--- config.mk ---
export PLATFORM = sky130hd
export DESIGN_NAME = pipelined_barrel_shifter
export DESIGN_NICKNAME = d
export VERILOG_FILES = /design/src/rtl/pipelined_barrel_shifter.sv
export SDC_FILE = /design/constraint.sdc
export NUM_CORES = 1
export LEC_CHECK = 0
export CAP_MARGIN = 15
export CELL_PAD_IN_SITES_DETAIL_PLACEMENT = 1
export CELL_PAD_IN_SITES_GLOBAL_PLACEMENT = 2
export CORE_MARGIN = 2
export CORE_UTILIZATION = 35
export DETAILED_ROUTE_END_ITERATION = 10
export HOLD_SLACK_MARGIN = 0.02
export PLACE_DENSITY = 0.84
export SETUP_SLACK_MARGIN = 0.05
export SLEW_MARGIN = 20
export SYNTH_ARGS = -nofsm -noshare
export SYNTH_HDL_FRONTEND = slang
export SYNTH_SLANG_ARGS = --single-unit
--- constraint.sdc ---
create_clock -name clk -period 2.57 [get_ports clk]
set_input_delay 0.257 -clock clk [delete_from_list [all_inputs] [get_ports clk]]
set_output_delay 0.257 -clock clk [all_outputs]
set_load 0.02 [all_outputs]
--- src/rtl/pipelined_barrel_shifter.sv ---
// rtl/pipelined_barrel_shifter.sv - log2(WIDTH)-level barrel shifter (SRL/SLL/SRA/ROR) with valid/ready pipeline
// Optional out_sticky port enabled by SHIFTER_STICKY_EN.
module pipelined_barrel_shifter #(
    parameter int WIDTH     = 32,
    parameter int SH_W      = $clog2(WIDTH),
    parameter int PIPELINED = 0
) (
    input  logic             clk,
    input  logic             rst_n,
    input  logic             in_valid,
    output logic             in_ready,
    input  logic [WIDTH-1:0] in_data,
    input  logic [SH_W-1:0]  in_shamt,
    input  logic [1:0]       in_op,
    output logic             out_valid,
    input  logic             out_ready,
    output logic [WIDTH-1:0] out_data,
    output logic             out_zero
`ifdef SHIFTER_STICKY_EN
    ,
    output logic             out_sticky
`endif
);

    typedef enum logic [1:0] {OP_SRL = 2'b00, OP_SLL = 2'b01, OP_SRA = 2'b10, OP_ROR = 2'b11} op_e;

    typedef struct packed {
        logic             valid;
        logic [WIDTH-1:0] data;
        logic [SH_W-1:0]  shamt;
        op_e              op;
        logic             sign;
`ifdef SHIFTER_STICKY_EN
        logic             sticky;
`endif
    } stage_t;

    localparam logic [WIDTH-1:0] ONES = '1;

    function automatic logic [WIDTH-1:0] rev(input logic [WIDTH-1:0] v);
        logic [WIDTH-1:0] r;
        for (int i = 0; i < WIDTH; i++) r[i] = v[WIDTH-1-i];
        return r;
    endfunction

    // One mux level: shift right by 2^k; SLL travels bit-reversed so it uses the SRL path.
    function automatic stage_t level(input stage_t s, input int k);
        stage_t           r;
        logic [WIDTH-1:0] sh;
        int               amt;
        r   = s;
        amt = 1 << k;
        if (s.shamt[k]) begin
            sh = s.data >> amt;
            if (s.op == OP_ROR) sh = sh | (s.data << (WIDTH - amt));
            else if (s.op == OP_SRA && s.sign) sh = sh | ~(ONES >> amt);
`ifdef SHIFTER_STICKY_EN
            if (s.op != OP_ROR && (s.data & ~(ONES << amt)) != '0) r.sticky = 1'b1;
`endif
            r.data = sh;
        end
        return r;
    endfunction

    stage_t           pipe_q [SH_W-1];
    stage_t           pipe_d [SH_W-1];
    logic             out_valid_q, out_valid_d;
    logic [WIDTH-1:0] out_data_q, out_data_d;
    logic             out_zero_q, out_zero_d;
`ifdef SHIFTER_STICKY_EN
    logic             out_sticky_q, out_sticky_d;
`endif
    logic             adv;
    stage_t           cur;

    assign adv      = !out_valid_q || out_ready;
    assign in_ready = adv;

    always_comb begin
        pipe_d      = pipe_q;
        out_valid_d = out_valid_q;
        out_data_d  = out_data_q;
        out_zero_d  = out_zero_q;
`ifdef SHIFTER_STICKY_EN
        out_sticky_d = out_sticky_q;
`endif
        cur.valid = in_valid;
        cur.data  = (op_e'(in_op) == OP_SLL) ? rev(in_data) : in_data;
        cur.shamt = in_shamt;
        cur.op    = op_e'(in_op);
        cur.sign  = in_data[WIDTH-1];
`ifdef SHIFTER_STICKY_EN
        cur.sticky = 1'b0;
`endif
        cur = level(cur, 0);
        for (int k = 1; k < SH_W; k++) begin
            if (adv) pipe_d[k-1] = cur;
            if (PIPELINED != 0) cur = pipe_q[k-1];
            cur = level(cur, k);
        end
        // Output stage keeps its last result across bubbles.
        if (adv) begin
            out_valid_d = cur.valid;
            if (cur.valid) begin
                out_data_d = (cur.op == OP_SLL) ? rev(cur.data) : cur.data;
                out_zero_d = (cur.data == '0);
`ifdef SHIFTER_STICKY_EN
                out_sticky_d = cur.sticky;
`endif
            end
        end
    end

    always_ff @(posedge clk or negedge rst_n) begin
        if (!rst_n) begin
            for (int k = 0; k < SH_W - 1; k++) pipe_q[k] <= '0;
            out_valid_q <= 1'b0;
            out_data_q  <= '0;
            out_zero_q  <= 1'b0;
`ifdef SHIFTER_STICKY_EN
            out_sticky_q <= 1'b0;
`endif
        end else begin
            pipe_q      <= pipe_d;
            out_valid_q <= out_valid_d;
            out_data_q  <= out_data_d;
            out_zero_q  <= out_zero_d;
`ifdef SHIFTER_STICKY_EN
            out_sticky_q <= out_sticky_d;
`endif
        end
    end

    assign out_valid = out_valid_q;
    assign out_data  = out_data_q;
    assign out_zero  = out_zero_q;
`ifdef SHIFTER_STICKY_EN
    assign out_sticky = out_sticky_q;
`endif

endmodule

# After elaboration in Yosys (flattened, before gate mapping)

Cells that the tools add are included.

Register bits after elaboration: 34
Bits in latches: 0
Memory bits (writable): 0
Bits in read-only memories: 0
Input bits: 43
Output and inout port bits: 35
Logic and storage cells: 33
Memories: 0

Add/sub/neg operators: 0
Multiply operators: 0
Divide/modulo/power cells: 0
Order comparisons: 0
Equal/unequal tests: 3
Shift operators: 0
Multiplexer cells: 17
Bitwise operators: 5
Reductions and logical operators: 5

Operator list:

| cell                                                 | number |
|---|---|
| 2-to-1 mux 32 bit                                    | 17 |
| zero test 32 bit                                     | 1 |
| OR 16 x 32 -> 32 bit                                 | 1 |
| OR 24 x 32 -> 32 bit                                 | 1 |
| OR 28 x 32 -> 32 bit                                 | 1 |
| OR 30 x 32 -> 32 bit                                 | 1 |
| OR 31 x 32 -> 32 bit                                 | 1 |
| equality test 2 bit (second input constant)          | 2 |
| equality test 2 x 1 -> 1 bit (second input constant) | 1 |
| AND reduction 2 bit                                  | 1 |
| logical AND 1 bit                                    | 1 |
| zero test 1 bit                                      | 1 |
| logical OR 1 bit                                     | 1 |

# Logic depth before layout (Yosys ltp)

Gate-level depths: netlist of run 1.

Depth after elaboration: 18
Depth in mapped cells: 13
Depth with buffers taken out: 9

# Least setup slack after synthesis of run 1

OpenSTA, ideal clock, no wires.

Path type: in2reg
From: input port in_shamt[1]
To: register out_zero_q, in the netlist out_zero
Library setup time: 0.095 ns
Arrival time: 2.665 ns
Required time: 2.475 ns
Slack: -0.191 ns
Cell stages on the path: 11
Buffers on the path: 3
Path through: buf_2 -> buf_2 -> buf_2 -> mux2i_1 -> mux2i_1 -> a22oi_1 -> nand2_1 -> mux4_2 -> nor4b_2 -> nand4_1 -> o31ai_1

Longest elaborated chain between the ends: 11
Elaborated cells on any way between the ends: 14
Those cells by class: 10 x mux; 3 x bitwise; 1 x reduce/logical

RTL lines:

| item                                                             | line   | text |
|---|---|---|
| start, declared                                                  | 13     | `input logic [SH_W-1:0] in_shamt,` |
| 2-to-1 mux 32 bit (*)                                            | 53     | `if (s.shamt[k]) begin` |
| 2-to-1 mux 32 bit / OR 28 x 32 -> 32 bit (equally long branches) | 56, 55 |  |
| 2-to-1 mux 32 bit                                                | 55     | `if (s.op == OP_ROR) sh = sh \| (s.data << (WIDTH - amt));` |
| 2-to-1 mux 32 bit (*)                                            | 53     |  |
| 2-to-1 mux 32 bit / OR 24 x 32 -> 32 bit (equally long branches) | 56, 55 |  |
| 2-to-1 mux 32 bit                                                | 55     |  |
| 2-to-1 mux 32 bit (*)                                            | 53     |  |
| 2-to-1 mux 32 bit / OR 16 x 32 -> 32 bit (equally long branches) | 56, 55 |  |
| 2-to-1 mux 32 bit                                                | 55     |  |
| 2-to-1 mux 32 bit (*)                                            | 53     |  |
| zero test 32 bit (*)                                             | 106    | `out_zero_d = (cur.data == '0);` |
| end signal, assigned                                             | 127    | `out_zero_q <= out_zero_d;` |
| end, declared                                                    | 69     | `logic out_zero_q, out_zero_d;` |

Every way passes the cells marked *; elsewhere a longest branch is shown, timed or not.
A chain may end at the register's enable or synchronous reset.

# Final worst setup path of run 1

From: input port in_op[0]
To: register out_zero_q, in the netlist out_zero

Longest elaborated chain between the ends: 18
Elaborated cells on any way between the ends: 26
Those cells by class: 3 x eq/ne; 16 x mux; 5 x bitwise; 2 x reduce/logical

RTL lines:

| item                                                                       | line   | text |
|---|---|---|
| start, declared                                                            | 14     | `input logic [1:0] in_op,` |
| equality test 2 x 1 -> 1 bit / equality test 2 bit (equally long branches) | 88, 56 |  |
| 2-to-1 mux 32 bit / logical AND 1 bit (equally long branches)              | 88, 56 |  |
| 2-to-1 mux 32 bit / OR 31 x 32 -> 32 bit (equally long branches)           | 56, 55 |  |
| 2-to-1 mux 32 bit                                                          | 55     |  |
| 2-to-1 mux 32 bit                                                          | 53     |  |
| 2-to-1 mux 32 bit / OR 30 x 32 -> 32 bit (equally long branches)           | 56, 55 |  |
| 2-to-1 mux 32 bit                                                          | 55     |  |
| 2-to-1 mux 32 bit                                                          | 53     |  |
| [... 2 more ...]                                                           | --     |  |
| 2-to-1 mux 32 bit                                                          | 53     |  |
| 2-to-1 mux 32 bit / OR 24 x 32 -> 32 bit (equally long branches)           | 56, 55 |  |
| 2-to-1 mux 32 bit                                                          | 55     |  |
| 2-to-1 mux 32 bit                                                          | 53     |  |
| 2-to-1 mux 32 bit / OR 16 x 32 -> 32 bit (equally long branches)           | 56, 55 |  |
| 2-to-1 mux 32 bit                                                          | 55     |  |
| 2-to-1 mux 32 bit (*)                                                      | 53     |  |
| zero test 32 bit (*)                                                       | 106    |  |

Marked as above.

==> metrics list, run 1 <==
- Clock skew on the completed layout was measured at between 2 and 2.5 ps.
- Based on the critical path, the design can be clocked at up to between 0.3 and 0.4 GHz.
- Flop and latch count out of synthesis: 34
* Std cell rows: between 40 and 50
- Once detail routing completed, the nets flagged for antenna violations numbered 0.
- Along the worst path, the maximum fanout reaches 8.
* Via count of the first global-routing pass: 6940
- Post-Syn Area per Cell: roughly 8 um^2
- In this run the number of H-tree levels came out at 2.
- Fin crit period: 2780 ps
* Initial antenna violation count: 0
* Period Utilization, post-route: 108%
- The netlist uses 63 different library cells.
- Seq. cell area: 851 um^2
* Main flop type after synthesis: sky130_fd_sc_hd__dfrtp_1
- For this block, the via count after detailed routing is 6722.
- Starting utilization of the core area: 35.4%
- In this run the power density over the cells is 433 nW/um^2.
- Critical path launch point type: input port
- Cells with a size suffix above 1 make up 47.2% of the layout.
- The first TritonRoute pass finished after 5 iterations.
- Worst rel slew slack: a little over three fifths
- Register area share after synthesis: 17.5%
- Number of clock buffers inserted by TritonCTS: 5
- Counting every net in the synthesized netlist gives 649.
- The longest clock path from root to sink contains 2 buffers.
- The worst setup path is captured at a flop.
* Source of the critical timing path: in_op[0]
* WL/cell: 26.7 um
- The net count of the finished layout is 902.
- Routability cong.: 0.993
* Post-layout worst setup margin: -207 ps
- Gate count of the mapped netlist: about 600
- Fill cell total of the finished layout: 1547
- Count of endpoints failing hold in the final timing report: 0
* Final max-slew violation count: 0
- Detailed placer's ending HPWL: 19700 um
- Unrepaired setup endpoints after global routing: yes
- The area growth from synthesis to layout is 74.4%.
- Worst-Skew Late Latency: 280 ps
* Final core utilization: 61.8%
* Total DRC errors in the routed layout: 0
- Area taken by multi-input logic gates: roughly 4500 um^2
* Warnings from Yosys: 0
- Global-route wire length before repair: 39700 um
- The clock drives 34 sinks.
- Count of buffers inserted at the top-level ports: 77
* Actual transition at the worst max-transition pin: ~550 ps
* Critical Path RT: 2760 ps
- Final setup violation count: 11
- In this run, synthesis inferred 0 flip-flops with an integrated enable.
- After synthesis the cells add up to 4860 um^2.
* Leakage Power: 3.59 nW
- Category of the most critical setup path: in -> reg
- Hold Crit Class: in -> async
- Global routing consumed, over all layers together, 34.9% of the routing resources.
- Measured along the y axis, the die boundary spans 122 um.
* Top-Level Pins: 78
- Total negative slack for setup checks: -1000 ps
- Number of max-capacitance violations reported: 0
- The run finished, with violations left.
- The tree is rooted in a sky130_fd_sc_hd__clkbuf_16.
* Fraction of synthesis flops using an asynchronous set or reset pin: 100%
* TritonCTS clock tree: done
- Maximum number of pins on one net before global-route repair: 37
- Number of buffers inserted by hold repair at cts: 0
- Crit path DAT: 2970 ps
- Via-per-instance ratio: 6.46
- Floorplan Core Area: 13700 um^2
- Die footprint: 14800 um^2
- The die is approximately 120 um wide.
- Beginning of the worst register-to-register path: out_valid
- Clock-pin slew was measured on the worst setup and hold paths at 60 ps.
* Iteration-0 DRC Markers: 484
* Total global routing overflow: 0
* Max rail drop VDD: 0.265 mV
* Violated checks: setup timing
* Number of antenna diodes: 0
* Final WL: approximately 28000 um
* Hold slack final: 403 ps
registers in the layout (all words and copies together) (netlist names):
name,flops
out_data,32
out_zero,1
out_valid,1
Yosys cell counts, drive strengths merged (6+ instances only):
library cell | number | area (um^2)
nand2 | 84 | 315
mux2i | 67 | 671
nor2 | 49 | 184
o21ai | 49 | 245
a21oi | 37 | 185
clkbuf | 37 | 139
dfrtp | 34 | 851
mux4 | 28 | 631
nor3 | 21 | 105
buf | 19 | 104
mux2 | 19 | 214
a22oi | 14 | 105
nand3 | 12 | 60.1
nand2b | 11 | 68.8
a31oi | 10 | 62.6
a211oi | 9 | 67.6
a21o | 7 | 52.6
o221ai | 6 | 52.6
o22ai | 6 | 37.5
o32ai | 6 | 52.6
worst max-delay path, stage by stage:
cell and delay, ps:
sky130_fd_sc_hd__buf_8 100, sky130_fd_sc_hd__buf_6 110, sky130_fd_sc_hd__nand2b_4 170, sky130_fd_sc_hd__buf_12 160, sky130_fd_sc_hd__mux4_2 520, sky130_fd_sc_hd__buf_6 140
sky130_fd_sc_hd__a22oi_1 150, sky130_fd_sc_hd__nand2_1 120, sky130_fd_sc_hd__mux2_2 310, sky130_fd_sc_hd__o32ai_1 270, sky130_fd_sc_hd__and4b_1 240, sky130_fd_sc_hd__nand4b_1 160
sky130_fd_sc_hd__o31ai_2 260
per-stage QoR:
stage / area [um^2] / power, mW / cells / worst slack, ps
floorplan: 4880 / 1.58 / 606 / -82.7
global placement: 7190 / 2.51 / 1003 / -963
detailed placement: 7190 / 2.58 / 1003 / -1040
CTS: 7930 / 3.39 / 1027 / -187
global route: 8470 / 3.82 / 1040 / -291
finish: 8470 / 3.67 / 1040 / -207
metal layers:
metal | global-route usage, % | up-vias | share of wire [%]
met3 | 6.93 | 141 | 7.6
met4 | 18.7 | 0 | 6.6
li1 | - | 2840 | -
met2 | 58.8 | 401 | 49
met1 | 42.0 | 3340 | 37
met5 | 0 | - | 0
where the power goes:
group          switching [mW]  total (mW)  internal, mW
logic                    1.23        2.36          1.13
clock network           0.238       0.622         0.384
registers              0.0550       0.689         0.634
total                    1.53        3.67          2.15
cell usage in the layout (no fill, tap or decap), drive strengths merged, types with 3 or more instances in the layout:
| cell type | n |
|---|---|
| o21ai | 49 |
| a2bb2oi | 5 |
| dlygate4sd2 | 26 |
| clkbuf | 8 |
| inv | 5 |
| mux4 | 28 |
| clkdlybuf4s50 | 43 |
| clkinv | 3 |
| and2 | 5 |
| dfrtp | 34 |
| mux2i | 67 |
| nor4 | 3 |
| a32o | 3 |
| nand4 | 4 |
| a211oi | 9 |
| nand3 | 12 |
| nor2 | 49 |
| a21oi | 37 |
| a41oi | 3 |
| dlymetal6s2s | 4 |
| o22ai | 6 |
| o311ai | 3 |
| mux2 | 19 |
| a21o | 7 |
| nor3 | 21 |
| o211ai | 4 |
| nand2 | 84 |
| o32ai | 6 |
| a221oi | 5 |
| a22oi | 14 |
| a21boi | 3 |
| a31oi | 10 |
| nand2b | 11 |
| o221ai | 6 |
| o21a | 4 |
| buf | 227 |
final timing paths:
kind	cells after the start	endpoint	slack, ps
setup / recovery	13	out_zero	-210
hold / removal	2	out_data[4]	400
setup reg to reg	4	out_data[28]	1240
hold reg to reg	2	out_data[30]	480
max in group asynchronous	2	out_data[14]	1840
min in group clk	2	out_data[30]	480
repair_timing:
item | 4_1_cts | 5_1_grt
setup buffers | 18 | 22
gates resized for setup | 141 | 119
pin swaps | 34 | 51
cloned | 1 | 0
endpoints found under the setup margin | 33 | 33
cell type report:
| cell class | count | share of cell area (%) |
|---|---|---|
| multi-input combinational | 509 | 53.5 |
| inverter | 7 | 0.340 |
| tap | 180 | 2.66 |
| sequential | 34 | 10.0 |
| clock buffer | 6 | 1.64 |
| clock inverter | 2 | 0.148 |
| timing repair buffer | 302 | 31.6 |
cell families after synthesis:
kind of cell,share of synthesized area [%]
DFF,17.5
muxes,31.2
buffers and inverters,5.54
and+or+nand+nor,19.1
adders and majority gates,0.206
AOI/OAI and AO/OA,26.5
Power figures use the tool's default switching activity.
==> run 2: changes to the inputs <==
--- a/config.mk
+++ b/config.mk
@@ -9,10 +9,10 @@
 export CELL_PAD_IN_SITES_DETAIL_PLACEMENT = 1
 export CELL_PAD_IN_SITES_GLOBAL_PLACEMENT = 2
 export CORE_MARGIN = 2
-export CORE_UTILIZATION = 35
+export CORE_UTILIZATION = 29
 export DETAILED_ROUTE_END_ITERATION = 10
 export HOLD_SLACK_MARGIN = 0.02
-export PLACE_DENSITY = 0.84
+export PLACE_DENSITY = 0.74
 export SETUP_SLACK_MARGIN = 0.05
 export SLEW_MARGIN = 20
 export SYNTH_ARGS = -nofsm -noshare
==> constraint.sdc (replaced) <==
create_clock -name clk -period 2.2 [get_ports clk]
set_input_delay 0.22 -clock clk [delete_from_list [all_inputs] [get_ports clk]]
set_output_delay 0.22 -clock clk [all_outputs]
set_load 0.02 [all_outputs]
==> run 2 against run 1 <==
The flow still finishes with violations (setup timing). Setup slack worse by 310 ps. Cell area grew 0.46%. Global-route usage fell by 5.9 points. Clock power up 29%. Clock skew up 1.6 ps. Clock-buffer cell count unchanged. Via count fell by 4.4%. Utilization shrank 10 points. Non-clock buffer count up 23. Sequential share of layout area hardly changed. Total power up 16%. Combinational power up 12%. Critical path type unchanged. Critical endpoint unchanged. Largest power group unchanged.
==> metrics list, run 2 (synthesized netlist as in run 1, its figures left out) <==
- The flow ran to the end, but the final reports show violations.
* Violated checks: setup timing
- The setup slack of the critical path after layout is -515 ps (-309 ps).
- R2R cell count: 5 (+1)
- Number of antenna diodes: 0 (unchanged)
* Final cell count without fillers: 1103 (+6.1%)
* Reg2reg end: out_data[25]
- The deepest level of the CTS H-tree is 2 (unchanged).
* First-pass iteration count of the detailed router: 5 (unchanged)
- The setup-violating endpoint count in the final report is 33 (+22).
* Total DRC errors in the routed layout: 0 (unchanged)
- Total global routing overflow: 0 (unchanged)
* TritonCTS clock tree: done
* Clock-pin slew on the worst setup and hold paths: 50 ps (about the same)
- Total negative slack for setup checks: -9940 ps (-8940 ps)
- The final weighted congestion in routability-driven placement is 0.963 (-2.9%).
* Via-per-instance ratio: 5.83 (-9.8%)
* NumNets Final: 926 (+2.7%)
- Clk_skew: 4.11 ps (+1.62 ps)
- Nature of the critical path endpoint: flop
* Vias after detailed routing: 6429 (-4.4%)
- The worst setup path is launched from an input port.
- The die extent in x is 133 um (+9.5%).
- The total met3 wirelength after detailed routing was 1230 um (-42%).
- Setup repair after global routing could not meet its margin everywhere.
- The die boundary height came to 133 um (+9.5%).
- Leading cell type in the layout, fill and taps excluded: sky130_fd_sc_hd__buf_4
- The worst relative slew slack came to 68.9% (+5.8 points).
- Std cell rows: 47 (+9.3%)
- Initial antenna violation count: 0 (unchanged)
- Fraction of layout cells with a size suffix above 1: 46.4% (-0.78 points)
* Worst-Skew Late Latency: 280 ps (about the same)
- The number of clock buffers inserted by TritonCTS came to 5 (unchanged).
- Critical Path RT: 2380 ps (-380 ps)
- The total routed wire length on the met1 layer was 10600 um (+3.6%).
* Largest register FFs: 32 (unchanged)
- Met2 wire length: 12900 um (-4.9%)
* Floorplan Core Area: 16500 um^2 (+20%)
* Starting utilization of the core area: 29.5% (-5.9 points)
- Fin crit period: 2720 ps
- Leakage Power: 3.66 nW (+1.8%)
* Count of buffers inserted at the top-level ports: 77 (unchanged)
- Final WL: 25700 um (-7.5%)
* Die footprint: 17800 um^2 (+20%)
* Crit path DAT: 2900 ps (-70 ps)
- Top layer in use: met4
- Fill cell total of the finished layout: 1960 (+27%)
- The total routing usage reported by global routing was 29.0% (-5.9 points).
* Global-route wire length before repair: 40200 um (+1.3%)
- The HPWL reported at the end of detailed placement is 20700 um (+5.1%).
* Maximum clock path buffer count: 2 (unchanged)
- Iteration-0 DRC Markers: 520 (+7.4%)
- Number of nets still failing antenna checks after routing: 0 (unchanged)
- After layout, the worst path uses 123% of the clock period.
- The biggest fanout along the worst timing path was 5 (-3).
* Cell at the root of the clock tree: sky130_fd_sc_hd__clkbuf_16
- Via count of the first global-routing pass: 6795 (-2.1%)
* Beginning of the worst register-to-register path: out_valid
- Hold Crit Class: in -> async
* Worst slack at placement: -1350 ps (-306 ps)
* Top-Level Pins: 78 (unchanged)
- Category of the most critical setup path: in -> reg
- Most frequent cells in the layout: sky130_fd_sc_hd__buf_4 (220), sky130_fd_sc_hd__nand2_1 (82), sky130_fd_sc_hd__mux2i_1 (45)
- The number of slew-limit violations in the final report is 0 (unchanged).
* WL/cell: 23.3 um (-13%)
* Actual transition at the worst max-transition pin: 460 ps (-91.5 ps)
- Max rail drop VDD: 0.278 mV (+4.7%)
- Count of endpoints failing hold in the final timing report: 0 (unchanged)
- Total power per unit cell area: 499 nW/um^2 (+15%)
- Cell count after placement: 1071 (+6.8%)
- Achievable frequency: roughly 0.37 GHz
- Number of max-capacitance violations reported: 0 (unchanged)
- The worst setup slack for register-to-register paths is 890 ps (-350 ps).
* Clock sink total: 34 (unchanged)
* Area growth from synthesis to layout: 75.2%
* Maximum number of pins on one net before global-route repair: 37 (unchanged)
run 2: cell types whose count changed in the layout (fill, tap and decap cells not counted), sizes merged:
| cell | previous run | this run |
|---|---|---|
| dlygate4sd2 | 26 | 29 |
| dlymetal6s2s | 4 | 1 |
| bufbuf | 0 | 1 |
| buf | 227 | 250 |
| clkinv | 3 | 2 |
| nand2b | 11 | 12 |
| clkbuf | 8 | 6 |
| clkinvlp | 1 | 0 |
| bufinv | 0 | 1 |
| clkdlybuf4s15 | 0 | 1 |
run 2: metal layers:
metal,global-route usage (%),up-vias
met5,0,-
met4,9.57,0
met3,2.47,57
met2,51.4,249
met1,37.2,3213
li1,-,2910
run 2: worst max path at each step:
stage              from  endpoint  depth (start not counted)
2_1_floorplan  in_op[0]  out_zero                          8
3_3_place_gp   in_op[1]  out_zero                         11
3_5_place_dp   in_op[1]  out_zero                         11
4_1_cts        in_op[1]  out_zero                          9
5_1_grt        in_op[1]  out_zero                         12
6_report       in_op[1]  out_zero                         12
run 2: timing repair:
action                                  in CTS  in global routing
pin swaps                                   28                 19
setup buffers                               21                  3
gates cloned                                 2                  0
endpoints found under the setup margin      33                 33
gates resized for setup                    145                 58
hold buffers                                 0                  0
run 2: final cells by class:
class	instances	area [um^2]	share of cell area, %
Multi-Input combinational cell	510	4370	51.4
Timing Repair Buffer	325	2810	33.1
Sequential cell	34	851	10.0
Tap cell	220	275	3.23
Clock buffer	6	139	1.63
Clock inverter	1	30.0	0.353
Inverter	7	28.8	0.338
run 2: per-stage QoR:
stage	cell area [um^2]	power (mW)	util [%]	hold WS, ps
floorplan	4990	1.89	-	-75.6
global placement	7520	3.05	45.7	458
detailed placement	7520	3.11	45.7	467
CTS	8270	4.13	50.2	373
global route	8510	4.46	51.7	402
finish	8510	4.25	51.7	355
run 2: power by group:
group | switching, mW | internal, mW
Combinational | 1.34 | 1.30
Sequential | 0.0601 | 0.741
Clock | 0.247 | 0.558
Total | 1.64 | 2.60
run 2: critical path, cell delays in order:
cell and delay, ps:
sky130_fd_sc_hd__buf_12 110, sky130_fd_sc_hd__nor2b_4 180, sky130_fd_sc_hd__buf_6 130, sky130_fd_sc_hd__buf_6 90
sky130_fd_sc_hd__mux4_2 550, sky130_fd_sc_hd__mux4_2 520, sky130_fd_sc_hd__a21oi_2 140, sky130_fd_sc_hd__a21bo_1 220
sky130_fd_sc_hd__a21oi_2 160, sky130_fd_sc_hd__and4b_1 210, sky130_fd_sc_hd__nand4_1 90, sky130_fd_sc_hd__o31ai_1 250
